===== src/rtl/ntt_drain_pkg.sv =====
// Shared types and helpers for the NTT output drain sequencer.
package ntt_drain_pkg;

    typedef enum logic [1:0] {
        IDLE  = 2'd0,
        RUN   = 2'd1,
        FLUSH = 2'd2
    } drain_state_e;

    localparam int BANK_NUM     = 16;
    localparam int BITREV_MAX_W = 8;

    // Reverses the low 'width' bits of idx; bits above 'width' come back zero.
    function automatic logic [BITREV_MAX_W-1:0] bit_rev(
        input logic [BITREV_MAX_W-1:0] idx,
        input int unsigned             width
    );
        logic [BITREV_MAX_W-1:0] r;
        r = {BITREV_MAX_W{1'b0}};
        for (int i = 0; i < BITREV_MAX_W; i++) begin
            for (int j = 0; j < BITREV_MAX_W; j++) begin
                if (i + j == int'(width) - 1) begin
                    r[i] = idx[j];
                end
            end
        end
        return r;
    endfunction

endpackage


===== src/rtl/drain_fifo.sv =====
// Small shift-register FIFO: entry 0 is the registered head, so the read side
// never sees a combinational path from the write data.
module drain_fifo #(
    parameter int WIDTH = 8,
    parameter int DEPTH = 3,
    parameter int CNT_W = $clog2(DEPTH + 1)
) (
    input  logic             clk,
    input  logic             rst,
    input  logic             wr_en_i,
    input  logic [WIDTH-1:0] wr_data_i,
    input  logic             rd_en_i,
    output logic [WIDTH-1:0] rd_data_o,
    output logic             rd_valid_o,
    output logic [CNT_W-1:0] count_o
);
    localparam int IDX_W = $clog2(DEPTH);

    logic [DEPTH-1:0][WIDTH-1:0] mem_q, mem_d;
    logic [CNT_W-1:0]            cnt_q, cnt_d;
    logic                        valid_q, valid_d;
    logic                        pop_s, push_s;
    logic [IDX_W-1:0]            wr_idx_s;

    // Next-state: pop shifts toward the head, push lands behind the last live entry.
    always_comb begin
        mem_d    = mem_q;
        cnt_d    = cnt_q;
        pop_s    = rd_en_i & valid_q;
        push_s   = wr_en_i & ((cnt_q != CNT_W'(DEPTH)) | pop_s);
        wr_idx_s = IDX_W'(pop_s ? (cnt_q - CNT_W'(1)) : cnt_q);
        if (pop_s) begin
            for (int i = 0; i < DEPTH - 1; i++) begin
                mem_d[i] = mem_q[i + 1];
            end
            cnt_d = cnt_d - CNT_W'(1);
        end else begin
            cnt_d = cnt_d;
        end
        if (push_s) begin
            mem_d[wr_idx_s] = wr_data_i;
            cnt_d           = cnt_d + CNT_W'(1);
        end else begin
            cnt_d = cnt_d;
        end
        valid_d = (cnt_d != CNT_W'(0));
    end

    // Storage, occupancy and head-valid registers.
    always_ff @(posedge clk) begin
        if (rst) begin
            mem_q   <= '0;
            cnt_q   <= CNT_W'(0);
            valid_q <= 1'b0;
        end else begin
            mem_q   <= mem_d;
            cnt_q   <= cnt_d;
            valid_q <= valid_d;
        end
    end

    assign rd_data_o  = mem_q[0];
    assign rd_valid_o = valid_q;
    assign count_o    = cnt_q;

endmodule


===== src/rtl/ntt_out_drain.sv =====
// Drains all banks row by row through the 16:1 output mux into a valid/ready stream.
// Build option NTT_DRAIN_BITREV_EN: bank index within a row issued in bit-reversed order.
`ifndef D_width
`define D_width 32
`endif
`ifndef POW_RADIX_K1
`define POW_RADIX_K1 4
`endif
module ntt_out_drain
    import ntt_drain_pkg::*;
#(
    parameter int D_WIDTH = `D_width,
    parameter int SEL_W   = `POW_RADIX_K1,
    parameter int DEPTH   = 64,
    parameter int ADDR_W  = $clog2(DEPTH),
    parameter int RD_LAT  = 1
) (
    input  logic               clk,
    input  logic               rst,
    input  logic               start,
    output logic               busy,
    output logic               done,
    output logic               bank_rd_en,
    output logic [ADDR_W-1:0]  bank_rd_addr,
    output logic [SEL_W-1:0]   sel_out,
    input  logic [D_WIDTH-1:0] Q_out,
    output logic [D_WIDTH-1:0] out_data,
    output logic               out_valid,
    input  logic               out_ready,
    output logic               out_last
);
    localparam int BANKS      = 1 << SEL_W;
    localparam int FIFO_DEPTH = RD_LAT + 2;
    localparam int CNT_W      = SEL_W + ADDR_W;
    localparam int FCNT_W     = $clog2(FIFO_DEPTH + 1);
    localparam logic [CNT_W-1:0] LAST_BEAT = CNT_W'(BANKS * DEPTH - 1);

    drain_state_e               state_q;
    logic [CNT_W-1:0]           beat_q;
    logic                       busy_q, done_q, rd_en_q;
    logic [ADDR_W-1:0]          addr_q;
    logic [SEL_W-1:0]           iss_bank_q;
    logic                       iss_last_q;
    logic [RD_LAT-1:0][SEL_W-1:0] sel_pipe_q;
    logic [RD_LAT-1:0]          vld_pipe_q;
    logic [RD_LAT-1:0]          last_pipe_q;

    logic [SEL_W-1:0]   nat_bank_s, bank_s;
    logic [ADDR_W-1:0]  row_s;
    logic               last_s, issue_s, credit_s, pop_s, fifo_last_s;
    int                 inflight_s;
    logic [FCNT_W-1:0]  fifo_cnt_s;
    logic [D_WIDTH-1:0] fifo_data_s;

    // Beat index to (row, bank) and issue decision under the credit rule.
    always_comb begin
        nat_bank_s = beat_q[SEL_W-1:0];
        row_s      = beat_q[CNT_W-1:SEL_W];
`ifdef NTT_DRAIN_BITREV_EN
        bank_s     = SEL_W'(bit_rev(BITREV_MAX_W'(nat_bank_s), SEL_W));
`else
        bank_s     = nat_bank_s;
`endif
        last_s     = (beat_q == LAST_BEAT);
        pop_s      = out_valid & out_ready;
        inflight_s = int'(rd_en_q);
        for (int i = 0; i < RD_LAT; i++) begin
            inflight_s = inflight_s + int'(vld_pipe_q[i]);
        end
        // A head leaving this cycle frees its slot in time for the new read.
        credit_s = (int'(fifo_cnt_s) + inflight_s - int'(pop_s)) < FIFO_DEPTH;
        if ((state_q == IDLE && start) || state_q == RUN) begin
            issue_s = credit_s;
        end else begin
            issue_s = 1'b0;
        end
    end

    // Sequencer FSM with issue registers and the select/valid/last pipes.
    always_ff @(posedge clk) begin
        if (rst) begin
            state_q     <= IDLE;
            beat_q      <= CNT_W'(0);
            busy_q      <= 1'b0;
            done_q      <= 1'b0;
            rd_en_q     <= 1'b0;
            addr_q      <= ADDR_W'(0);
            iss_bank_q  <= SEL_W'(0);
            iss_last_q  <= 1'b0;
            sel_pipe_q  <= '0;
            vld_pipe_q  <= '0;
            last_pipe_q <= '0;
        end else begin
            done_q         <= 1'b0;
            rd_en_q        <= issue_s;
            vld_pipe_q[0]  <= rd_en_q;
            sel_pipe_q[0]  <= iss_bank_q;
            last_pipe_q[0] <= iss_last_q;
            for (int i = 1; i < RD_LAT; i++) begin
                vld_pipe_q[i]  <= vld_pipe_q[i-1];
                sel_pipe_q[i]  <= sel_pipe_q[i-1];
                last_pipe_q[i] <= last_pipe_q[i-1];
            end
            if (issue_s) begin
                addr_q     <= row_s;
                iss_bank_q <= bank_s;
                iss_last_q <= last_s;
                beat_q     <= last_s ? CNT_W'(0) : beat_q + CNT_W'(1);
            end
            case (state_q)
                IDLE: begin
                    if (start) begin
                        state_q <= RUN;
                        busy_q  <= 1'b1;
                    end
                end
                RUN: begin
                    if (issue_s && last_s) begin
                        state_q <= FLUSH;
                    end
                end
                FLUSH: begin
                    if (pop_s && fifo_last_s) begin
                        state_q <= IDLE;
                        busy_q  <= 1'b0;
                        done_q  <= 1'b1;
                    end
                end
                default: begin
                    state_q <= IDLE;
                    busy_q  <= 1'b0;
                end
            endcase
        end
    end

    drain_fifo #(
        .WIDTH (D_WIDTH + 1),
        .DEPTH (FIFO_DEPTH),
        .CNT_W (FCNT_W)
    ) u_fifo (
        .clk        (clk),
        .rst        (rst),
        .wr_en_i    (vld_pipe_q[RD_LAT-1]),
        .wr_data_i  ({last_pipe_q[RD_LAT-1], Q_out}),
        .rd_en_i    (out_ready),
        .rd_data_o  ({fifo_last_s, fifo_data_s}),
        .rd_valid_o (out_valid),
        .count_o    (fifo_cnt_s)
    );

    assign busy         = busy_q;
    assign done         = done_q;
    assign bank_rd_en   = rd_en_q;
    assign bank_rd_addr = addr_q;
    assign sel_out      = sel_pipe_q[RD_LAT-1];
    assign out_data     = fifo_data_s;
    assign out_last     = fifo_last_s;

endmodule


===== config.mk =====
export PLATFORM = sky130hd
export DESIGN_NAME = ntt_out_drain
export DESIGN_NICKNAME = d
export VERILOG_FILES = /design/src/rtl/ntt_drain_pkg.sv /design/src/rtl/drain_fifo.sv /design/src/rtl/ntt_out_drain.sv
export SDC_FILE = /design/constraint.sdc
export NUM_CORES = 1
export LEC_CHECK = 0
export ABC_AREA = 1
export CAP_MARGIN = 30
export CELL_PAD_IN_SITES_DETAIL_PLACEMENT = 1
export CELL_PAD_IN_SITES_GLOBAL_PLACEMENT = 2
export CORE_MARGIN = 2
export CORE_UTILIZATION = 28
export DETAILED_ROUTE_END_ITERATION = 10
export GPL_ROUTABILITY_DRIVEN = 0
export PLACE_DENSITY = 0.81
export SETUP_SLACK_MARGIN = 0.05
export SLEW_MARGIN = 20
export SYNTH_ARGS = -nofsm -noshare
export SYNTH_HDL_FRONTEND = slang
export SYNTH_HIERARCHICAL = 1
export SYNTH_SLANG_ARGS = --single-unit

===== constraint.sdc =====
create_clock -name clk -period 2.72 [get_ports clk]
set_clock_uncertainty 0.15 [all_clocks]
set_input_delay 0.544 -clock clk [delete_from_list [all_inputs] [get_ports clk]]
set_output_delay 0.544 -clock clk [all_outputs]
set_load 0.005 [all_outputs]

==> reports/results.ini, run 1 <==
[worst_hold_path]
hold_path.class = input pin to flip-flop

[grt]
antenna_found_initial = 0
grt.overflow.total = 0
grt_max_degree = 50
track_usage = 0.155
grt_pass1_wl_um = 30600
grt_pass1_vias = 6063

[worst_setup_path]
cp.required_ps = 2930
cp_max_fo = 6
path_buf_inv = 4
max_stage_delay_ps = 510
crit_top_cell = inv_1
setup.worst_path.class = flip-flop to flip-flop
worstPathCellList = nand2_4 -> inv_4 -> ha_4 -> fa_2 -> fa_1 -> inv_1 -> nand2_1 -> nand3_2 -> a21o_4 -> buf_4 -> nor2_4 -> o21ai_0 -> inv_1
cp-start-kind = flip-flop
arrival_ps = 2790
end_kind = flip-flop
cp_top_family = adder cells
worst_path_max_delay_cell = fa_1

[sta]
grt_setup_unrepaired = yes
fin_crit_sh = 0.949
relSlewSlack = 0.511
hold_viol_final = 0
setup_viol = 0
tns_ps = 0
maxSlewViolCount = 0
finalCriticalPeriod_ps = 2580
fmax_ghz = 0.387
worst_slew_pin_slew_ps = 732

[layout]
syn_to_final_growth_pct = 23.5
fin_area_um2 = 8090
fillCellCount = 2866
layout.cells.non_filler = 1334
fin_nets = 1052
utilization = 0.355
num_antenna_cells = 0
drive_gt1_frac = 0.0813

[placement]
io_buffers = 82
dp_hpwl_um = 11500
place_area_um2 = 7440
dp_cells = 1301

[flow_run]
max_cap_viol_count = 0

[floorplanning]
ios = 83
rows = 55
start_util = 0.288
core_um2 = 22800
die_y_um = 157
dieWidth_um = 157
die_area_um2 = 24600

[power]
peakVddDrop_mv = 0.338
total_power_mw = 7.07
leakage_nw = 3.64
p_per_area_nw_per_um2 = 873

[clocking]
hold_buffers = 0
worstSkewPairLatency_ps = 420
cts_tree = built
clock-sinks = 134
ctsRootBufferMaster = clkbuf_16
cts_buffers = 17
cts_htree_levels = 4
path_clk_slew_ps = 70
cts_max_path_buffers = 2

[detailed_routing]
ant_nets = 0
wl_per_cell_um = 13.7
num_vias = 6005
first_pass_iters = 4
drcViolationCount = 0
drtIter0Drc = 277
viasPerCell = 4.50
wl_um = 18300

[synthesis]
synth_seq_cells = 134
ys_warn_count = 6
avgSynthCellArea_um2 = 6.71
seq_area_frac_synth = 0.409
netlist_area_um2 = 6550
syn_inst = 976
synth_cell_types = 32
synth_fp_nets = 1020

[outcome]
status = complete, no violations

stage by stage:
| step | hold WS (ps) | worst slack [ps] |
|---|---|---|
| after global placement | 263 | -150 |
| after detailed placement | 265 | -187 |
| after floorplan | 247 | 44.8 |
| after CTS | 235 | 46.4 |
| final | 246 | 138 |
| after global routing | 244 | 18.8 |
sequential cells by signal, summed over array words and instances (netlist names):
| signal | count |
|---|---|
| u_fifo/mem_q | 66 |
| u_fifo/rd_data_o | 33 |
| beat_q | 10 |
| bank_rd_addr | 6 |
| iss_bank_q | 4 |
| sel_out | 4 |
| state_q | 2 |
| u_fifo/count_o | 2 |
| bank_rd_en | 1 |
| busy | 1 |
| done | 1 |
| iss_last_q | 1 |
| last_pipe_q | 1 |
| u_fifo/rd_valid_o | 1 |
| vld_pipe_q | 1 |
final cells by class:
| cell class | instances | area, um2 | share of cell area |
|---|---|---|---|
| Clock inverter | 14 | 184 | 0.0227 |
| Sequential cell | 134 | 2690 | 0.332 |
| Timing Repair Buffer | 109 | 1080 | 0.133 |
| Tap cell | 313 | 392 | 0.0484 |
| Multi-Input combinational cell | 672 | 3040 | 0.376 |
| Inverter | 74 | 280 | 0.0346 |
| Clock buffer | 18 | 429 | 0.0530 |
cell families after synthesis:
group | share of synthesized area
DFF | 0.409
AOI/OAI and AO/OA | 0.0825
and+or+nand+nor | 0.353
buffers and inverters | 0.132
adders and majority gates | 0.0176
xor gates and xnor gates | 0.00535
what timing repair did:
item / CTS / global route
gates resized for setup: 4 / 7
setup endpoints to repair: 1 / 20
pin swaps: 0 / 2
setup buffers: 0 / 1
layout by cell type, fill, tap and decap left out, types with 9 or more instances in the layout:
cell type          n
a21oi_1           51
buf_4             21
clkbuf_16         17
clkdlybuf4s50_1   80
dfxtp_1          132
inv_1             71
nand2_1          278
nand3_1          110
nor2_1           151
o21ai_0           38
o21ai_1            9
cells in the mapped netlist, drive strengths merged:
cell      n  area share
xnor2     2      0.0027
xor2      2      0.0027
nand2   283        0.16
nand4     5      0.0071
ha        6       0.011
nor4      1     0.00096
inv      74       0.042
a211oi    1      0.0011
a21o      1      0.0013
buf      75       0.077
fa        2      0.0061
clkbuf   21       0.013
or2       2      0.0019
a21oi    53       0.043
nor2    154       0.092
dfxtp   134        0.41
o21ai    48       0.037
nand3   112       0.087
per-layer routing:
metal  vias up  part of all wire  track usage
met4         0             0.012       0.0459
met1      2840              0.49        0.196
li1       3083                 -            -
met3        13             0.022       0.0259
met2        69              0.48        0.272
met5         -                 0            0
worst paths after layout:
kind | startpoint | to | slack, ps | depth (start not counted)
hold / removal | rst | beat_q[1] | 250 | 2
setup reg to reg | u_fifo/rd_valid_o | iss_bank_q[2] | 140 | 13
setup / recovery | u_fifo/rd_valid_o | iss_bank_q[2] | 140 | 13
hold reg to reg | iss_bank_q[1] | sel_out[1] | 270 | 2
where the power goes:
group / leakage (nW) / switching [mW] / internal [mW]
Sequential: 1.09 / 0.169 / 2.26
Clock: 0.303 / 0.896 / 1.53
Combinational: 2.25 / 1.29 / 0.923
Total: 3.64 / 2.36 / 4.71
(Power assumes the default switching activity.)
==> run 2: changes to the inputs <==
- CELL_PAD_IN_SITES_DETAIL_PLACEMENT: 1 -> not set
- CELL_PAD_IN_SITES_GLOBAL_PLACEMENT: 2 -> not set
- CORE_UTILIZATION: 28 -> 50
- PLACE_DENSITY: 0.81 -> 0.8
==> reports/results.ini, run 2 (same netlist as run 1, synthesis figures left out) <==
[outcome]
status = complete, no violations  ; unchanged

[layout]
largest-register = u_fifo/mem_q  ; unchanged
syn_to_final_growth_pct = 20.5  ; was 23.5%
fin_area_um2 = 7890  ; was 8090 um2
largest_reg_flops = 66  ; unchanged
layout.cells.non_filler = 1191  ; was 1334
drive_gt1_frac = 0.0786  ; was 0.0813
fin_nets = 1049  ; was 1052
final_common_cell = nand2_1  ; unchanged
fillCellCount = 1145  ; was 2866
mostFrequentLayoutCells = 278 x nand2_1, 151 x nor2_1, 132 x dfxtp_1, 110 x nand3_1, 80 x clkdlybuf4s50_1  ; unchanged

[detailed_routing]
num_vias = 5967  ; was 6005
drcViolationCount = 0  ; unchanged
drtIter0Drc = 517  ; was 277
first_pass_iters = 5  ; was 4
ant_nets = 0  ; unchanged
viasPerCell = 5.01  ; was 4.50
wl_um = 14900  ; was 18300 um
wl_per_cell_um = 12.5  ; was 13.7 um

[sta]
fin_crit_sh = 0.949  ; about the same
relSlewSlack = 0.482  ; was 0.511
maxSlewViolCount = 0  ; unchanged
setup_ws_ps = 138  ; about the same
hold_viol_final = 0  ; unchanged
setup_viol = 0  ; unchanged
grt_setup_unrepaired = no  ; was yes
worst_slew_pin_slew_ps = 778  ; was 732 ps
tns_ps = 0  ; unchanged
finalCriticalPeriod_ps = 2580  ; about the same
fmax_ghz = 0.387  ; about the same

[clocking]
cts_htree_levels = 4  ; unchanged
hold_buffers = 0  ; unchanged
ctsRootBufferMaster = clkbuf_16  ; unchanged
cts_buffers = 17  ; unchanged
cts_max_path_buffers = 2  ; unchanged
clock-sinks = 134  ; unchanged
path_clk_slew_ps = 60  ; was 70 ps
cts_tree = built  ; unchanged
worstSkewPairLatency_ps = 410  ; was 420 ps

[floorplanning]
rows = 41  ; was 55
core_um2 = 12700  ; was 22800 um2
die_area_um2 = 14000  ; was 24600 um2
ios = 83  ; unchanged
start_util = 0.515  ; was 0.288
die_y_um = 118  ; was 157 um
dieWidth_um = 118  ; was 157 um

[grt]
grt-busiest-layer = met2  ; unchanged
grtUsageMet1 = 0.270  ; was 0.196
grt_use_met3 = 0.0555  ; was 0.0259
grt.overflow.total = 0  ; unchanged
grt_pass1_wl_um = 25000  ; was 30600 um
grt_use_met2 = 0.357  ; was 0.272
track_usage = 0.214  ; was 0.155
grt_max_degree = 71  ; was 50
grt_pass1_vias = 5367  ; was 6063
antenna_found_initial = 1  ; was 0

[power]
peakVddDrop_mv = 0.561  ; was 0.338 mV
p_per_area_nw_per_um2 = 879  ; was 873 nW/um2
swShare = 0.325  ; was 0.333
p_seq_frac = 0.350  ; was 0.344
p_int_mw = 4.68  ; was 4.71 mW
p_comb_frac = 0.297  ; was 0.313
leakage_nw = 3.62  ; was 3.64 nW
total_power_mw = 6.93  ; was 7.07 mW
clockPowerShare = 0.353  ; was 0.343
p_sw_mw = 2.26  ; was 2.36 mW

[placement]
dp_slack_ps = -186  ; was -187 ps
dp_cells = 1157  ; was 1301
place_area_um2 = 7240  ; was 7440 um2
dp_hpwl_um = 9020  ; was 11500 um
io_buffers = 82  ; unchanged

[worst_setup_path]
cp_max_fo = 6  ; unchanged
end_kind = flip-flop  ; unchanged
setup.worst_path.class = flip-flop to flip-flop  ; unchanged
arrival_ps = 2740  ; was 2790 ps
cp-start-kind = flip-flop  ; unchanged
cp.required_ps = 2880  ; was 2930 ps

[worst_hold_path]
hold_path.class = input pin to flip-flop  ; unchanged

[flow_run]
max_cap_viol_count = 0  ; unchanged

run 2: cell types whose count changed in the layout (fill, tap and decap cells not counted), moves of 2 or more:
cell / previous run / this run
inv_6: 0 / 3
buf_8: 2 / 0
clkinvlp_4: 1 / 4
clkinv_2: 6 / 1
run 2: stage by stage:
| stage | util | hold slack, ps |
|---|---|---|
| after floorplan | - | 247 |
| after global placement | 0.569 | 258 |
| after detailed placement | 0.569 | 260 |
| after CTS | 0.619 | 219 |
| after global routing | 0.620 | 226 |
| final | 0.620 | 230 |
run 2: worst paths after layout:
path,start,endpoint,slack [ps],cells after the start
max,u_fifo/rd_valid_o,iss_bank_q[3],140,12
min,rst,busy,230,2
max reg2reg,u_fifo/rd_valid_o,iss_bank_q[3],140,12
min reg2reg,iss_last_q,last_pipe_q,270,2
run 2: what timing repair did:
| action | CTS | global route |
|---|---|---|
| buffers inserted | 0 | 1 |
| endpoints found under the setup margin | 1 | 5 |
| resized for setup | 1 | 1 |
| hold endpoints to repair | 0 | 0 |
| pin swaps | 0 | 2 |
run 2: final cells by class:
cell class                 count  area, um2  share of cell area
clock buffer                  18        439              0.0557
clock inverter                14        199              0.0252
antenna                        1       2.50            0.000317
sequential                   134       2690               0.340
multi-input combinational    672       3040               0.385
timing repair buffer         106       1030               0.131
inverter                      74        278              0.0352
tap                          172        215              0.0273
run 2: per-layer routing:
metal | wire, um | vias up
li1 | - | 3078
met1 | 6780 | 2708
met4 | 168 | 0
met5 | 0 | -
met2 | 7120 | 165
met3 | 861 | 16
run 2: power groups by stage:
stage	clock network [mW]	logic [mW]	registers [mW]
global placement	0	2.01	2.45
global route	2.58	2.30	2.46
CTS	2.49	2.06	2.42
finish	2.45	2.06	2.42
floorplan	0	1.48	2.43
detailed placement	0	2.04	2.46
run 2: critical path, cell delays in order (launching register included):
cell and delay [ps]:
dfxtp_2 370, nand2_4 50, inv_2 60, ha_4 190, fa_2 350, fa_1 490, inv_1 40, nand2_1 70
nand3_2 100, a21o_4 250, or2_0 220, o21ai_1 70, inv_1 60
